[src/rtl/lbus_master_if.sv]
// Host byte-stream channels and lbus pins for lbus_master.
// master: the lbus_master view; slave: the host link plus crypto-side bus slave.
interface lbus_master_if;
  logic [7:0]  rx_data;
  logic        rx_valid;
  logic        rx_ready;
  logic [7:0]  tx_data;
  logic        tx_valid;
  logic        tx_ready;
  logic [15:0] lbus_a;
  logic [15:0] lbus_di;
  logic [15:0] lbus_do;
  logic        lbus_wr;
  logic        lbus_rd;

  modport master (
    input  rx_data, rx_valid, tx_ready, lbus_do,
    output rx_ready, tx_data, tx_valid, lbus_a, lbus_di, lbus_wr, lbus_rd
  );

  modport slave (
    output rx_data, rx_valid, tx_ready, lbus_do,
    input  rx_ready, tx_data, tx_valid, lbus_a, lbus_di, lbus_wr, lbus_rd
  );
endinterface

[src/rtl/lbus_master.sv]
// lbus_master: turns host byte-stream commands into timed 16-bit lbus write/read cycles.
// Define LBUS_POLL_EN to add the 0x02 poll command, bounded by POLL_MAX reads.
module lbus_master #(
  parameter int WR_PULSE = 4,
  parameter int WR_HOLD  = 2,
  parameter int RD_SETUP = 3,
  parameter int RD_HOLD  = 2
`ifdef LBUS_POLL_EN
  ,
  parameter logic [15:0] POLL_MAX = 16'hFFFF
`endif
) (
  input  logic          clk,
  input  logic          rst,
  lbus_master_if.master bus,
  output logic          busy,
  output logic          cmd_err
);

  typedef enum logic [3:0] {
    ST_IDLE, ST_GET_AH, ST_GET_AL, ST_GET_DH, ST_GET_DL,
    ST_WR_ASSERT, ST_WR_HOLD, ST_RD_SETUP, ST_RD_SAMPLE,
    ST_TX_S, ST_TX_H, ST_TX_L
  } state_t;

  typedef enum logic [1:0] {OP_RD = 2'd0, OP_WR = 2'd1, OP_POLL = 2'd2} op_t;

  localparam logic [7:0] WR_PULSE_LAST = 8'(WR_PULSE - 1);
  localparam logic [7:0] WR_HOLD_LAST  = 8'(WR_HOLD - 1);
  localparam logic [7:0] RD_SETUP_LAST = 8'(RD_SETUP - 1);
  localparam logic [7:0] RD_HOLD_LAST  = 8'(RD_HOLD - 1);

  state_t      state_r, state_n;
  op_t         op_r, op_n;
  logic [7:0]  cnt_r, cnt_n, hi_r, hi_n;
  logic [15:0] a_r, a_n, di_r, di_n, data_r, data_n;
  logic        rx_acc_s, tx_acc_s, err_s;
  logic [7:0]  tx_data_s;
  logic        rx_ready_r, tx_valid_r, wr_r, rd_r, busy_r, cmd_err_r;
  logic [7:0]  tx_data_r;
`ifdef LBUS_POLL_EN
  logic [15:0] mask_r, mask_n, iter_r, iter_n;
  logic [7:0]  stat_r, stat_n;
`endif

  assign rx_acc_s = bus.rx_valid & bus.rx_ready;
  assign tx_acc_s = bus.tx_valid & bus.tx_ready;

  // Next-state, datapath updates and the value the tx byte register loads.
  always_comb begin
    state_n = state_r;
    op_n    = op_r;
    cnt_n   = cnt_r;
    hi_n    = hi_r;
    a_n     = a_r;
    di_n    = di_r;
    data_n  = data_r;
    err_s   = 1'b0;
`ifdef LBUS_POLL_EN
    mask_n  = mask_r;
    iter_n  = iter_r;
    stat_n  = stat_r;
`endif
    case (state_r)
      ST_IDLE: begin
        if (rx_acc_s) begin
          case (bus.rx_data)
            8'h00:   begin op_n = OP_RD; state_n = ST_GET_AH; end
            8'h01:   begin op_n = OP_WR; state_n = ST_GET_AH; end
`ifdef LBUS_POLL_EN
            8'h02:   begin op_n = OP_POLL; state_n = ST_GET_AH; end
`endif
            default: err_s = 1'b1;
          endcase
        end else begin
          state_n = ST_IDLE;
        end
      end
      ST_GET_AH: begin
        if (rx_acc_s) begin
          hi_n    = bus.rx_data;
          state_n = ST_GET_AL;
        end else begin
          state_n = ST_GET_AH;
        end
      end
      ST_GET_AL: begin
        if (rx_acc_s) begin
          a_n     = {hi_r, bus.rx_data};
          cnt_n   = 8'd0;
          state_n = (op_r == OP_RD) ? ST_RD_SETUP : ST_GET_DH;
        end else begin
          state_n = ST_GET_AL;
        end
      end
      ST_GET_DH: begin
        if (rx_acc_s) begin
          hi_n    = bus.rx_data;
          state_n = ST_GET_DL;
        end else begin
          state_n = ST_GET_DH;
        end
      end
      ST_GET_DL: begin
        if (rx_acc_s) begin
          cnt_n = 8'd0;
`ifdef LBUS_POLL_EN
          if (op_r == OP_WR) begin
            di_n    = {hi_r, bus.rx_data};
            state_n = ST_WR_ASSERT;
          end else begin
            mask_n  = {hi_r, bus.rx_data};
            iter_n  = 16'd0;
            state_n = ST_RD_SETUP;
          end
`else
          di_n    = {hi_r, bus.rx_data};
          state_n = ST_WR_ASSERT;
`endif
        end else begin
          state_n = ST_GET_DL;
        end
      end
      ST_WR_ASSERT: begin
        if (cnt_r == WR_PULSE_LAST) begin
          cnt_n   = 8'd0;
          state_n = ST_WR_HOLD;
        end else begin
          cnt_n = cnt_r + 8'd1;
        end
      end
      ST_WR_HOLD: begin
        if (cnt_r == WR_HOLD_LAST) begin
          cnt_n   = 8'd0;
          state_n = ST_IDLE;
        end else begin
          cnt_n = cnt_r + 8'd1;
        end
      end
      ST_RD_SETUP: begin
        if (cnt_r == RD_SETUP_LAST) begin
          cnt_n   = 8'd0;
          state_n = ST_RD_SAMPLE;
        end else begin
          cnt_n = cnt_r + 8'd1;
        end
      end
      ST_RD_SAMPLE: begin
        if (cnt_r == RD_HOLD_LAST) begin
          data_n = bus.lbus_do;
          cnt_n  = 8'd0;
`ifdef LBUS_POLL_EN
          if (op_r == OP_POLL) begin
            iter_n = iter_r + 16'd1;
            if ((bus.lbus_do & mask_r) == 16'h0000) begin
              stat_n  = 8'h00;
              state_n = ST_TX_S;
            end else if (iter_n == POLL_MAX) begin
              stat_n  = 8'hFF;
              state_n = ST_TX_S;
            end else begin
              state_n = ST_RD_SETUP;
            end
          end else begin
            state_n = ST_TX_H;
          end
`else
          state_n = ST_TX_H;
`endif
        end else begin
          cnt_n = cnt_r + 8'd1;
        end
      end
      ST_TX_S: state_n = tx_acc_s ? ST_TX_H : ST_TX_S;
      ST_TX_H: state_n = tx_acc_s ? ST_TX_L : ST_TX_H;
      ST_TX_L: state_n = tx_acc_s ? ST_IDLE : ST_TX_L;
      default: state_n = ST_IDLE;
    endcase

    case (state_n)
      ST_TX_H: tx_data_s = data_n[15:8];
      ST_TX_L: tx_data_s = data_n[7:0];
`ifdef LBUS_POLL_EN
      ST_TX_S: tx_data_s = stat_n;
`endif
      default: tx_data_s = 8'h00;
    endcase
  end

  // FSM state register.
  always_ff @(posedge clk or posedge rst) begin
    if (rst) state_r <= ST_IDLE;
    else     state_r <= state_n;
  end

  // Datapath registers; outputs are registered from the next state so they are glitch-free.
  always_ff @(posedge clk or posedge rst) begin
    if (rst) begin
      op_r       <= OP_RD;
      cnt_r      <= 8'd0;
      hi_r       <= 8'd0;
      a_r        <= 16'd0;
      di_r       <= 16'd0;
      data_r     <= 16'd0;
      rx_ready_r <= 1'b0;
      tx_valid_r <= 1'b0;
      tx_data_r  <= 8'd0;
      wr_r       <= 1'b0;
      rd_r       <= 1'b0;
      busy_r     <= 1'b0;
      cmd_err_r  <= 1'b0;
`ifdef LBUS_POLL_EN
      mask_r     <= 16'd0;
      iter_r     <= 16'd0;
      stat_r     <= 8'd0;
`endif
    end else begin
      op_r       <= op_n;
      cnt_r      <= cnt_n;
      hi_r       <= hi_n;
      a_r        <= a_n;
      di_r       <= di_n;
      data_r     <= data_n;
      rx_ready_r <= (state_n inside {ST_IDLE, ST_GET_AH, ST_GET_AL, ST_GET_DH, ST_GET_DL});
      tx_valid_r <= (state_n inside {ST_TX_S, ST_TX_H, ST_TX_L});
      tx_data_r  <= tx_data_s;
      wr_r       <= (state_n == ST_WR_ASSERT);
      rd_r       <= (state_n == ST_RD_SAMPLE);
      busy_r     <= (state_n != ST_IDLE);
      cmd_err_r  <= err_s;
`ifdef LBUS_POLL_EN
      mask_r     <= mask_n;
      iter_r     <= iter_n;
      stat_r     <= stat_n;
`endif
    end
  end

  assign bus.rx_ready = rx_ready_r;
  assign bus.tx_valid = tx_valid_r;
  assign bus.tx_data  = tx_data_r;
  assign bus.lbus_a   = a_r;
  assign bus.lbus_di  = di_r;
  assign bus.lbus_wr  = wr_r;
  assign bus.lbus_rd  = rd_r;
  assign busy         = busy_r;
  assign cmd_err      = cmd_err_r;

endmodule

[src/flat_wrapper.sv]
// flat-port wrapper written by rule: the top's interface ports become plain ports
module lbus_master_flat 
#(
  parameter int WR_PULSE = 4,
  parameter int WR_HOLD  = 2,
  parameter int RD_SETUP = 3,
  parameter int RD_HOLD  = 2

)
  (clk, rst, busy, cmd_err, bus_rx_data, bus_rx_valid, bus_tx_ready, bus_lbus_do, bus_rx_ready, bus_tx_data, bus_tx_valid, bus_lbus_a, bus_lbus_di, bus_lbus_wr, bus_lbus_rd);
  lbus_master_if bus_i ();
  input  logic clk;
  input  logic rst;
  output logic busy;
  output logic cmd_err;
  input wire logic [$bits(bus_i.rx_data)-1:0] bus_rx_data;
  input wire logic [$bits(bus_i.rx_valid)-1:0] bus_rx_valid;
  input wire logic [$bits(bus_i.tx_ready)-1:0] bus_tx_ready;
  input wire logic [$bits(bus_i.lbus_do)-1:0] bus_lbus_do;
  output wire logic [$bits(bus_i.rx_ready)-1:0] bus_rx_ready;
  output wire logic [$bits(bus_i.tx_data)-1:0] bus_tx_data;
  output wire logic [$bits(bus_i.tx_valid)-1:0] bus_tx_valid;
  output wire logic [$bits(bus_i.lbus_a)-1:0] bus_lbus_a;
  output wire logic [$bits(bus_i.lbus_di)-1:0] bus_lbus_di;
  output wire logic [$bits(bus_i.lbus_wr)-1:0] bus_lbus_wr;
  output wire logic [$bits(bus_i.lbus_rd)-1:0] bus_lbus_rd;
  assign bus_i.rx_data = bus_rx_data;
  assign bus_i.rx_valid = bus_rx_valid;
  assign bus_i.tx_ready = bus_tx_ready;
  assign bus_i.lbus_do = bus_lbus_do;
  assign bus_rx_ready = bus_i.rx_ready;
  assign bus_tx_data = bus_i.tx_data;
  assign bus_tx_valid = bus_i.tx_valid;
  assign bus_lbus_a = bus_i.lbus_a;
  assign bus_lbus_di = bus_i.lbus_di;
  assign bus_lbus_wr = bus_i.lbus_wr;
  assign bus_lbus_rd = bus_i.lbus_rd;
  lbus_master #(.WR_PULSE(WR_PULSE), .WR_HOLD(WR_HOLD), .RD_SETUP(RD_SETUP), .RD_HOLD(RD_HOLD)) u_core (.clk(clk), .rst(rst), .bus(bus_i), .busy(busy), .cmd_err(cmd_err));
endmodule
[config.mk]
export PLATFORM = sky130hd
export DESIGN_NAME = lbus_master_flat
export DESIGN_NICKNAME = d
export VERILOG_FILES = /design/src/rtl/lbus_master_if.sv /design/src/rtl/lbus_master.sv /design/src/flat_wrapper.sv
export SDC_FILE = /design/constraint.sdc
export NUM_CORES = 1
export LEC_CHECK = 0
export ABC_CLOCK_PERIOD_IN_PS = 7100
export BUFFER_PORTS_ARGS = -buffer_cell sky130_fd_sc_hd__buf_2
export CORE_MARGIN = 3
export CORE_UTILIZATION = 45
export CTS_CLUSTER_DIAMETER = 80
export CTS_CLUSTER_SIZE = 30
export DETAILED_ROUTE_END_ITERATION = 8
export HOLD_SLACK_MARGIN = 0.15
export PLACE_DENSITY = 0.66
export REMOVE_ABC_BUFFERS = 1
export SLEW_MARGIN = 20
export SYNTH_ARGS = -nofsm -noshare
export SYNTH_HDL_FRONTEND = slang
export SYNTH_SLANG_ARGS = --single-unit
[constraint.sdc]
create_clock -name clk -period 7.1 [get_ports clk]
set_clock_uncertainty 0.15 [all_clocks]
set_input_delay 1.775 -clock clk [delete_from_list [all_inputs] [get_ports clk]]
set_output_delay 1.775 -clock clk [all_outputs]
set_load 0.03 [all_outputs]
==> PnR_summary.wiki, run 1 <==
{| class="wikitable"
! Metric !! Value
|-
| Cell leakage power || 0.00213 uW
|-
| Setup crit end kind || flip-flop
|-
| Fin crit share || 49.0%
|-
| Maximum clock insertion buffer count || 2
|-
| Proportion of register bits with asynchronous set or reset after synthesis || 100%
|-
| Setup Crit Path Kind || primary input to flip-flop
|-
| Number of sinks on the clock net || 83
|-
| Max IR drop VDD || 0.000132 V
|-
| Area of the mapped netlist || 3550 um2
|-
| CTS hold repair buffers || 0
|-
| Number of port buffers || 73
|-
| Max-slew violations || 0
|-
| Status || complete, no violations
|-
| Worst rel slew slack || 47.2%
|-
| Antenna violations before repair || 0
|-
| Fraction of final layout cells sized beyond drive strength 1 || 40.0%
|-
| Largest net degree at the start of global routing || 84
|-
| Commonest non-fill, non-tap cell in the layout || sky130_fd_sc_hd__dfrtp_1
|-
| Critical Path RT || 7.16 ns
|-
| Total overflow reported by the global router || 0
|-
| Half-perimeter wire length of the detailed placement result || 4.78 mm
|-
| Placement row count || 31
|-
| Number of flip-flops and latches in the synthesized netlist || 83
|-
| Gates resized, CTS repair || 0
|-
| DIE HEIGHT || 94.9 um
|-
| Final weighted congestion in routability-driven placement || 0.894
|-
| CTS Buf Count || 9
|-
| Initial cell density of the core || 47.7%
|-
| Wire per inst || 15.2 um
|-
| Antenna violation net count after detailed routing || 0
|-
| Arrival time worst endpoint || 3.54 ns
|-
| Measured slew at the worst slew-check pin || 0.789 ns
|-
| Setup-failing EPs final || 0
|-
| Total negative slack || 0 ns
|-
| Vias in the first global route || 2275
|-
| Total via count in the routed design || 2312
|-
| Count of placed standard cells in the final layout, fillers left out || 449
|-
| Most used cells in the layout excluding fill and tap cells || 83 x sky130_fd_sc_hd__dfrtp_1, 73 x sky130_fd_sc_hd__buf_2, 40 x sky130_fd_sc_hd__mux2_2, 20 x sky130_fd_sc_hd__inv_1, 16 x sky130_fd_sc_hd__mux2i_1
|-
| Buffer count from post-CTS setup fixing || 0
|-
| Number of hold violations in the final report || 0
|-
| Synthesized netlist cell count || 271
|-
| Count of placed standard cells including taps || 435
|-
| First-pass GRT wire length || 11.2 mm
|-
| Buffer cell driving the clock tree root || sky130_fd_sc_hd__clkbuf_8
|-
| FILL cells || 661
|-
| Clock-pin transition on the worst setup and hold timing paths || 0.08 ns
|-
| Wirelength, routed || 6.84 mm
|-
| Power Density || 431 nW/um2
|-
| Most frequently used flop master after synthesis || sky130_fd_sc_hd__dfrtp_1
|-
| EDFF count, synth || 0
|-
| Number of DRC violations after detailed routing || 0
|-
| Max cap viols || 0
|-
| Number of vias per cell || 5.15
|-
| Initial drt markers || 74
|-
| Overall die area || 9000 um2
|-
| Fin nets || 378
|-
| Seq/Total Area, Yosys || 58.5%
|-
| Die width || 94.9 um
|-
| Final critical-path required period || 3.48 ns
|-
| Insertion delay of the later-clocked pin in the worst-skew pair || 0.34 ns
|-
| TritonCTS clock tree || built
|-
| Total Routing Usage GR || 16.3%
|-
| Class of the tightest hold or removal check || flip-flop to flip-flop
|-
| Number of H-tree levels || 3
|-
| Number of placed I/O pins || 74
|-
| Worst Path Max Fanout || 8
|-
| Fmax || 0.287 GHz
|-
| Inserted Diodes || 0
|-
| Area growth from synthesis to layout || 18.2%
|-
| Warnings from Yosys || 0
|-
| Mean area per synthesized cell || 13.1 um2
|-
| Number of unique standard cell types used by synthesis || 49
|-
| Setup repair after global routing missed its margin || no
|-
| Core area || 7450 um2
|-
| Pre-Repair DR Iteration Count || 4
|-
| Setup crit start kind || primary input
|}
==> path summary, 6_finish.rpt <==
| check | start | to | slack (ns) | cells after the start |
|---|---|---|---|---|
| min in group asynchronous | rst | u_core.bus.lbus_di[14]$_DFFE_PP0P_ | 1.46 | 3 |
| worst max-delay path | bus_rx_data[4] | u_core.bus.tx_data[2]$_DFF_PP0_ | 3.62 | 7 |
| worst min-delay path | u_core.data_r[11]$_DFF_PP0_ | u_core.data_r[11]$_DFF_PP0_ | 0.34 | 2 |
| worst min register to register | u_core.data_r[11]$_DFF_PP0_ | u_core.data_r[11]$_DFF_PP0_ | 0.34 | 2 |
| max in group asynchronous | rst | u_core.cnt_r[6]$_DFFE_PP0P_ | 4.83 | 3 |
| worst max register to register | u_core.state_r[0]$_DFF_PP0_ | u_core.bus.tx_data[2]$_DFF_PP0_ | 4.26 | 6 |
==> cell usage after synthesis, types with 3 or more instances <==
cell type                  instances  area (um2)
sky130_fd_sc_hd__nand2b_1          4        25.0
sky130_fd_sc_hd__o21ai_1           3        15.0
sky130_fd_sc_hd__nor2b_1           4        25.0
sky130_fd_sc_hd__mux2i_1          16         160
sky130_fd_sc_hd__buf_2             7        35.0
sky130_fd_sc_hd__o21ai_0           7        35.0
sky130_fd_sc_hd__o22ai_1          10        62.6
sky130_fd_sc_hd__nor2_1            3        11.3
sky130_fd_sc_hd__inv_1            21        78.8
sky130_fd_sc_hd__ha_1              3        37.5
sky130_fd_sc_hd__mux2_2           40         450
sky130_fd_sc_hd__nand3b_1          3        22.5
sky130_fd_sc_hd__and3_1            5        31.3
sky130_fd_sc_hd__nand2_1          12        45.0
sky130_fd_sc_hd__dfrtp_1          83        2080
sky130_fd_sc_hd__nand3_1           9        45.0
==> sequential cells by signal (all words and copies together) (netlist names) <==
name and count:
u_core.bus.lbus_a 16, u_core.bus.lbus_di 16, u_core.data_r 16, u_core.bus.tx_data 8
u_core.cnt_r 8, u_core.hi_r 8, u_core.state_r 4, u_core.bus.lbus_rd 1
u_core.bus.lbus_wr 1, u_core.bus.rx_ready 1, u_core.bus.tx_valid 1, u_core.busy 1
u_core.cmd_err 1, u_core.op_r 1
==> per-stage QoR <==
stage	hold slack (ns)	setup WS (ns)	power (uW)	cell area (um2)	util, %
final	0.336	3.62	1810	4200	56.4
after global routing	0.349	3.44	1930	4200	56.4
after CTS	0.338	3.59	1830	4190	56.3
after detailed placement	0.320	3.21	1510	4010	53.8
after global placement	0.312	3.30	1490	4010	53.8
after floorplan	0.301	3.04	1300	3510	-
==> power by group <==
group / total, uW / switching, uW / internal (uW) / leakage [uW]
sequential: 769 / 113 / 656 / 0.00104
clock: 319 / 160 / 159 / 0.0000844
combinational: 721 / 435 / 286 / 0.00101
==> kinds of logic (layout without fill, tap and decap cells) <==
kind of cell,after synthesis,in the layout,synth area share (%)
AO/OA/AOI/OAI,37,37,7.54
flip-flops,83,83,58.5
buffers and inverters,30,109,3.42
adder cells (fa/ha/maj),3,3,1.06
AND/OR/NAND/NOR,56,56,10.7
multiplexers,58,58,17.8
XOR/XNOR,4,4,0.986
==> layout make-up <==
| class | count | area [um2] | share of cell area (%) |
|---|---|---|---|
| Sequential cell | 83 | 2080 | 49.5 |
| Multi-Input combinational cell | 158 | 1360 | 32.4 |
| Timing Repair Buffer | 74 | 377 | 8.97 |
| Clock buffer | 10 | 128 | 3.04 |
| Tap cell | 99 | 124 | 2.95 |
| Inverter | 21 | 80.1 | 1.91 |
| Clock inverter | 4 | 53.8 | 1.28 |
==> critical path, stage by stage <==
cell and delay, ns:
sky130_fd_sc_hd__buf_2 0.12, sky130_fd_sc_hd__or4_1 0.55, sky130_fd_sc_hd__nor4_2 0.31, sky130_fd_sc_hd__a32oi_2 0.18, sky130_fd_sc_hd__nand3b_4 0.12, sky130_fd_sc_hd__nand3b_1 0.32, sky130_fd_sc_hd__o22ai_1 0.16
==> per-layer routing <==
metal	up-vias	global-route usage, %	wire [um]
met5	-	0	0
met3	12	3.43	282
li1	1123	-	-
met1	1133	22.4	3250
met4	0	7.33	119
met2	44	24.8	3190
Power figures use the tool's default switching activity.
==> run 2: changes to the inputs <==
--- a/config.mk
+++ b/config.mk
@@ -5,7 +5,8 @@
 export SDC_FILE = /design/constraint.sdc
 export NUM_CORES = 1
 export LEC_CHECK = 0
-export ABC_CLOCK_PERIOD_IN_PS = 7100
+export ABC_AREA = 1
+export ABC_CLOCK_PERIOD_IN_PS = 2850
 export BUFFER_PORTS_ARGS = -buffer_cell sky130_fd_sc_hd__buf_2
 export CORE_MARGIN = 3
 export CORE_UTILIZATION = 45
@@ -13,7 +14,7 @@
 export CTS_CLUSTER_SIZE = 30
 export DETAILED_ROUTE_END_ITERATION = 8
 export HOLD_SLACK_MARGIN = 0.15
-export PLACE_DENSITY = 0.66
+export PLACE_DENSITY = 0.68
 export REMOVE_ABC_BUFFERS = 1
 export SLEW_MARGIN = 20
 export SYNTH_ARGS = -nofsm -noshare
==> constraint.sdc (replaced) <==
create_clock -name clk -period 2.85 [get_ports clk]
set_clock_uncertainty 0.15 [all_clocks]
set_input_delay 0.7125 -clock clk [delete_from_list [all_inputs] [get_ports clk]]
set_output_delay 0.7125 -clock clk [all_outputs]
set_load 0.03 [all_outputs]
==> PnR_summary.wiki, run 2 <==
{| class="wikitable"
! Metric !! Value
|-
| Total overflow reported by the global router || 0
|-
| EDFF count, synth || 0
|-
| Number of H-tree levels || 3
|-
| Worst Path Max Fanout || 17
|-
| Initial cell density of the core || 47.3%
|-
| Mean area per synthesized cell || 8.77 um2
|-
| Number of hold violations in the final report || 0
|-
| Clock power share || 16.1%
|-
| Utilization after layout || 55.7%
|-
| Total via count in the routed design || 2977
|-
| Commonest non-fill, non-tap cell in the layout || sky130_fd_sc_hd__nand2_1
|-
| Total negative slack || 0 ns
|-
| Vias in the first global route || 2942
|-
| Max cap viols || 0
|-
| First-pass GRT wire length || 13.9 mm
|-
| Fin crit share || 72.9%
|-
| Pre-Repair DR Iteration Count || 4
|-
| Most used cells in the layout excluding fill and tap cells || 132 x sky130_fd_sc_hd__nand2_1, 83 x sky130_fd_sc_hd__dfrtp_1, 73 x sky130_fd_sc_hd__buf_2, 51 x sky130_fd_sc_hd__o21ai_0, 34 x sky130_fd_sc_hd__inv_1
|-
| Initial drt markers || 163
|-
| Number of flip-flops and latches in the synthesized netlist || 83
|-
| Antenna violation net count after detailed routing || 0
|-
| Placement row count || 32
|-
| Maximum clock insertion buffer count || 2
|-
| Setup crit end kind || flip-flop
|-
| Highest-utilization routing layer at the global route stage || met2
|-
| Power spent charging and discharging nets || 2330 uW
|-
| Leading cell types by total area after synthesis || sky130_fd_sc_hd__dfrtp_1 56%, sky130_fd_sc_hd__nand2_1 13%, sky130_fd_sc_hd__o21ai_0 6.8%
|-
| Worst rel slew slack || 50.9%
|-
| Measured slew at the worst slew-check pin || 0.735 ns
|-
| Count of placed standard cells in the final layout, fillers left out || 610
|-
| Setup Crit Path Kind || flip-flop to flip-flop
|-
| M3 GR Usage || 4.61%
|-
| Fmax || 0.481 GHz
|-
| Ordered cell list for the critical path || inv_1 > ha_1 > nand2_1 > nor2_4 > nand2_4 > o21ai_1 > nor2_1 > nand2_2 > nor2_1 > nor2_1
|-
| Largest net degree at the start of global routing || 43
|-
| Overall die area || 9410 um2
|-
| Most common library cells after synthesis || 132 x sky130_fd_sc_hd__nand2_1, 83 x sky130_fd_sc_hd__dfrtp_1, 51 x sky130_fd_sc_hd__o21ai_0
|-
| Count of placed standard cells including taps || 594
|-
| Number of DRC violations after detailed routing || 0
|-
| Met1 Use GR || 24.7%
|-
| Number of port buffers || 73
|-
| Die width || 97.0 um
|-
| Arrival time worst endpoint || 2.22 ns
|-
| TritonCTS clock tree || built
|-
| Reg2reg path depth || 10
|-
| Fraction of final layout cells sized beyond drive strength 1 || 25.0%
|-
| CTS Buf Count || 9
|-
| Number of placed I/O pins || 74
|-
| Number of unique standard cell types used by synthesis || 33
|-
| Class of the tightest hold or removal check || primary input to asynchronous set/reset pin
|-
| Buffer cell driving the clock tree root || sky130_fd_sc_hd__clkbuf_8
|-
| Wirelength, routed || 8.01 mm
|-
| Power Density || 1140 nW/um2
|-
| Area growth from synthesis to layout || 17.9%
|-
| Final critical-path required period || 2.08 ns
|-
| Synthesized netlist cell count || 425
|-
| Buffer count from post-CTS setup fixing || 0
|-
| Internal power || 2660 uW
|-
| Insertion delay of the later-clocked pin in the worst-skew pair || 0.36 ns
|-
| Share of total power consumed by net switching || 46.6%
|-
| Setup-failing EPs final || 0
|-
| Fraction of met2 tracks used by global routing || 27.9%
|-
| Total Routing Usage GR || 18.0%
|-
| Gates resized, CTS repair || 0
|-
| Max stage delay cell, worst path || sky130_fd_sc_hd__dfrtp_1
|-
| Inserted Diodes || 0
|-
| Max-slew violations || 0
|-
| Max incr delay on CP || 0.41 ns
|-
| Status || complete, no violations
|-
| Fin nets || 534
|-
| Number of vias per cell || 4.88
|-
| Most frequent cell on the critical path || sky130_fd_sc_hd__nor2_1
|-
| DIE HEIGHT || 97.0 um
|-
| Half-perimeter wire length of the detailed placement result || 5.67 mm
|-
| Cell area after placement || 4210 um2
|-
| Clock-pin transition on the worst setup and hold timing paths || 0.09 ns
|-
| Seq/Total Area, Yosys || 55.7%
|-
| Setup repair after global routing missed its margin || no
|-
| Share of total power in sequential cells || 38.7%
|-
| Most frequently used flop master after synthesis || sky130_fd_sc_hd__dfrtp_1
|-
| Antenna violations before repair || 0
|-
| Proportion of register bits with asynchronous set or reset after synthesis || 100%
|-
| Combinational fraction of design power || 45.1%
|-
| Cell leakage power || 0.00241 uW
|-
| Wire per inst || 13.1 um
|-
| Critical Path RT || 2.99 ns
|-
| Area of all placed cells without fillers || 4390 um2
|-
| Post-synth top area cell || sky130_fd_sc_hd__dfrtp_1
|-
| Core area || 7890 um2
|-
| Warnings from Yosys || 0
|-
| CTS hold repair buffers || 0
|-
| Max IR drop VDD || 0.000559 V
|-
| Area share of the largest cell type after synthesis || 55.7%
|-
| Setup crit start kind || flip-flop
|-
| Most instantiated library cell after synthesis || sky130_fd_sc_hd__nand2_1
|-
| Number of sinks on the clock net || 83
|-
| Area of the mapped netlist || 3730 um2
|-
| Final weighted congestion in routability-driven placement || 0.817
|}
## run 2: cell types whose count changed after synthesis, sizes merged, moves of 4 or more
cell / change
mux2i: -16
clkbuf: +5
nand2b: -4
inv: +19
nand3: +24
mux2: -42
nor2b: -4
nand2: +128
and3: -5
o22ai: -10
o21ai: +43
nor2: +35
## run 2: layout make-up
type | instances | area, um2
well taps | 102 | 128
inverters | 42 | 163
clock buffers | 9 | 124
clock inverters | 7 | 57.6
repair buffers | 79 | 423
flip-flops and latches | 83 | 2080
multi-input cells | 288 | 1420
fillers | 734 | 3490
## run 2: power groups by stage
stage	clock (uW)	combinational, uW	sequential, uW
finish	804	2250	1930
global route	877	2520	1990
CTS	826	2290	1940
detailed placement	0	2280	1950
global placement	0	2240	1940
floorplan	0	1090	2470
## run 2: final timing paths
| path | endpoint | slack, ns | startpoint |
|---|---|---|---|
| max | u_core.bus.tx_valid$_DFF_PP0_ | 0.77 | u_core.cnt_r[1]$_DFFE_PP0P_ |
| min in group clk | u_core.data_r[1]$_DFF_PP0_ | 0.32 | u_core.data_r[1]$_DFF_PP0_ |
| max reg2reg | u_core.bus.tx_valid$_DFF_PP0_ | 0.77 | u_core.cnt_r[1]$_DFFE_PP0P_ |
| min | u_core.op_r[0]$_DFFE_PP0P_ | 0.29 | rst |
| max in group asynchronous | u_core.cnt_r[3]$_DFFE_PP0P_ | 1.63 | rst |
| min reg2reg | u_core.data_r[1]$_DFF_PP0_ | 0.32 | u_core.data_r[1]$_DFF_PP0_ |
## run 2: metrics by stage
stage | hold slack (ns) | setup WS [ns] | power, uW
after floorplan | 0.288 | -0.149 | 3560
after global placement | 0.302 | 0.684 | 4180
after detailed placement | 0.306 | 0.659 | 4230
after CTS | 0.313 | 0.721 | 5050
after global routing | 0.347 | 0.585 | 5390
final | 0.291 | 0.772 | 4990
## run 2: cell families after synthesis
kind of cell | synth area share [%]
AO/OA/AOI/OAI | 9.40
XOR/XNOR | 1.17
adder cells (fa/ha/maj) | 1.01
buffers and inverters | 6.11
flip-flops | 55.7
AND/OR/NAND/NOR | 26.6
## run 2: critical path: cells and delay by family (launching register included)
family                     cells  cell delay, ns
DFF                            1            0.41
AOI/OAI and AO/OA              1            0.12
buffers and inverters          1            0.10
and+or+nand+nor                7            1.08
adders and majority gates      1            0.15
## run 2: per-layer routing
| layer | wire length (um) | share of wire (%) |
|---|---|---|
| met2 | 3660 | 46 |
| met1 | 3780 | 47 |
| met3 | 475 | 5.9 |
| met5 | 0 | 0 |
| met4 | 92 | 1.1 |
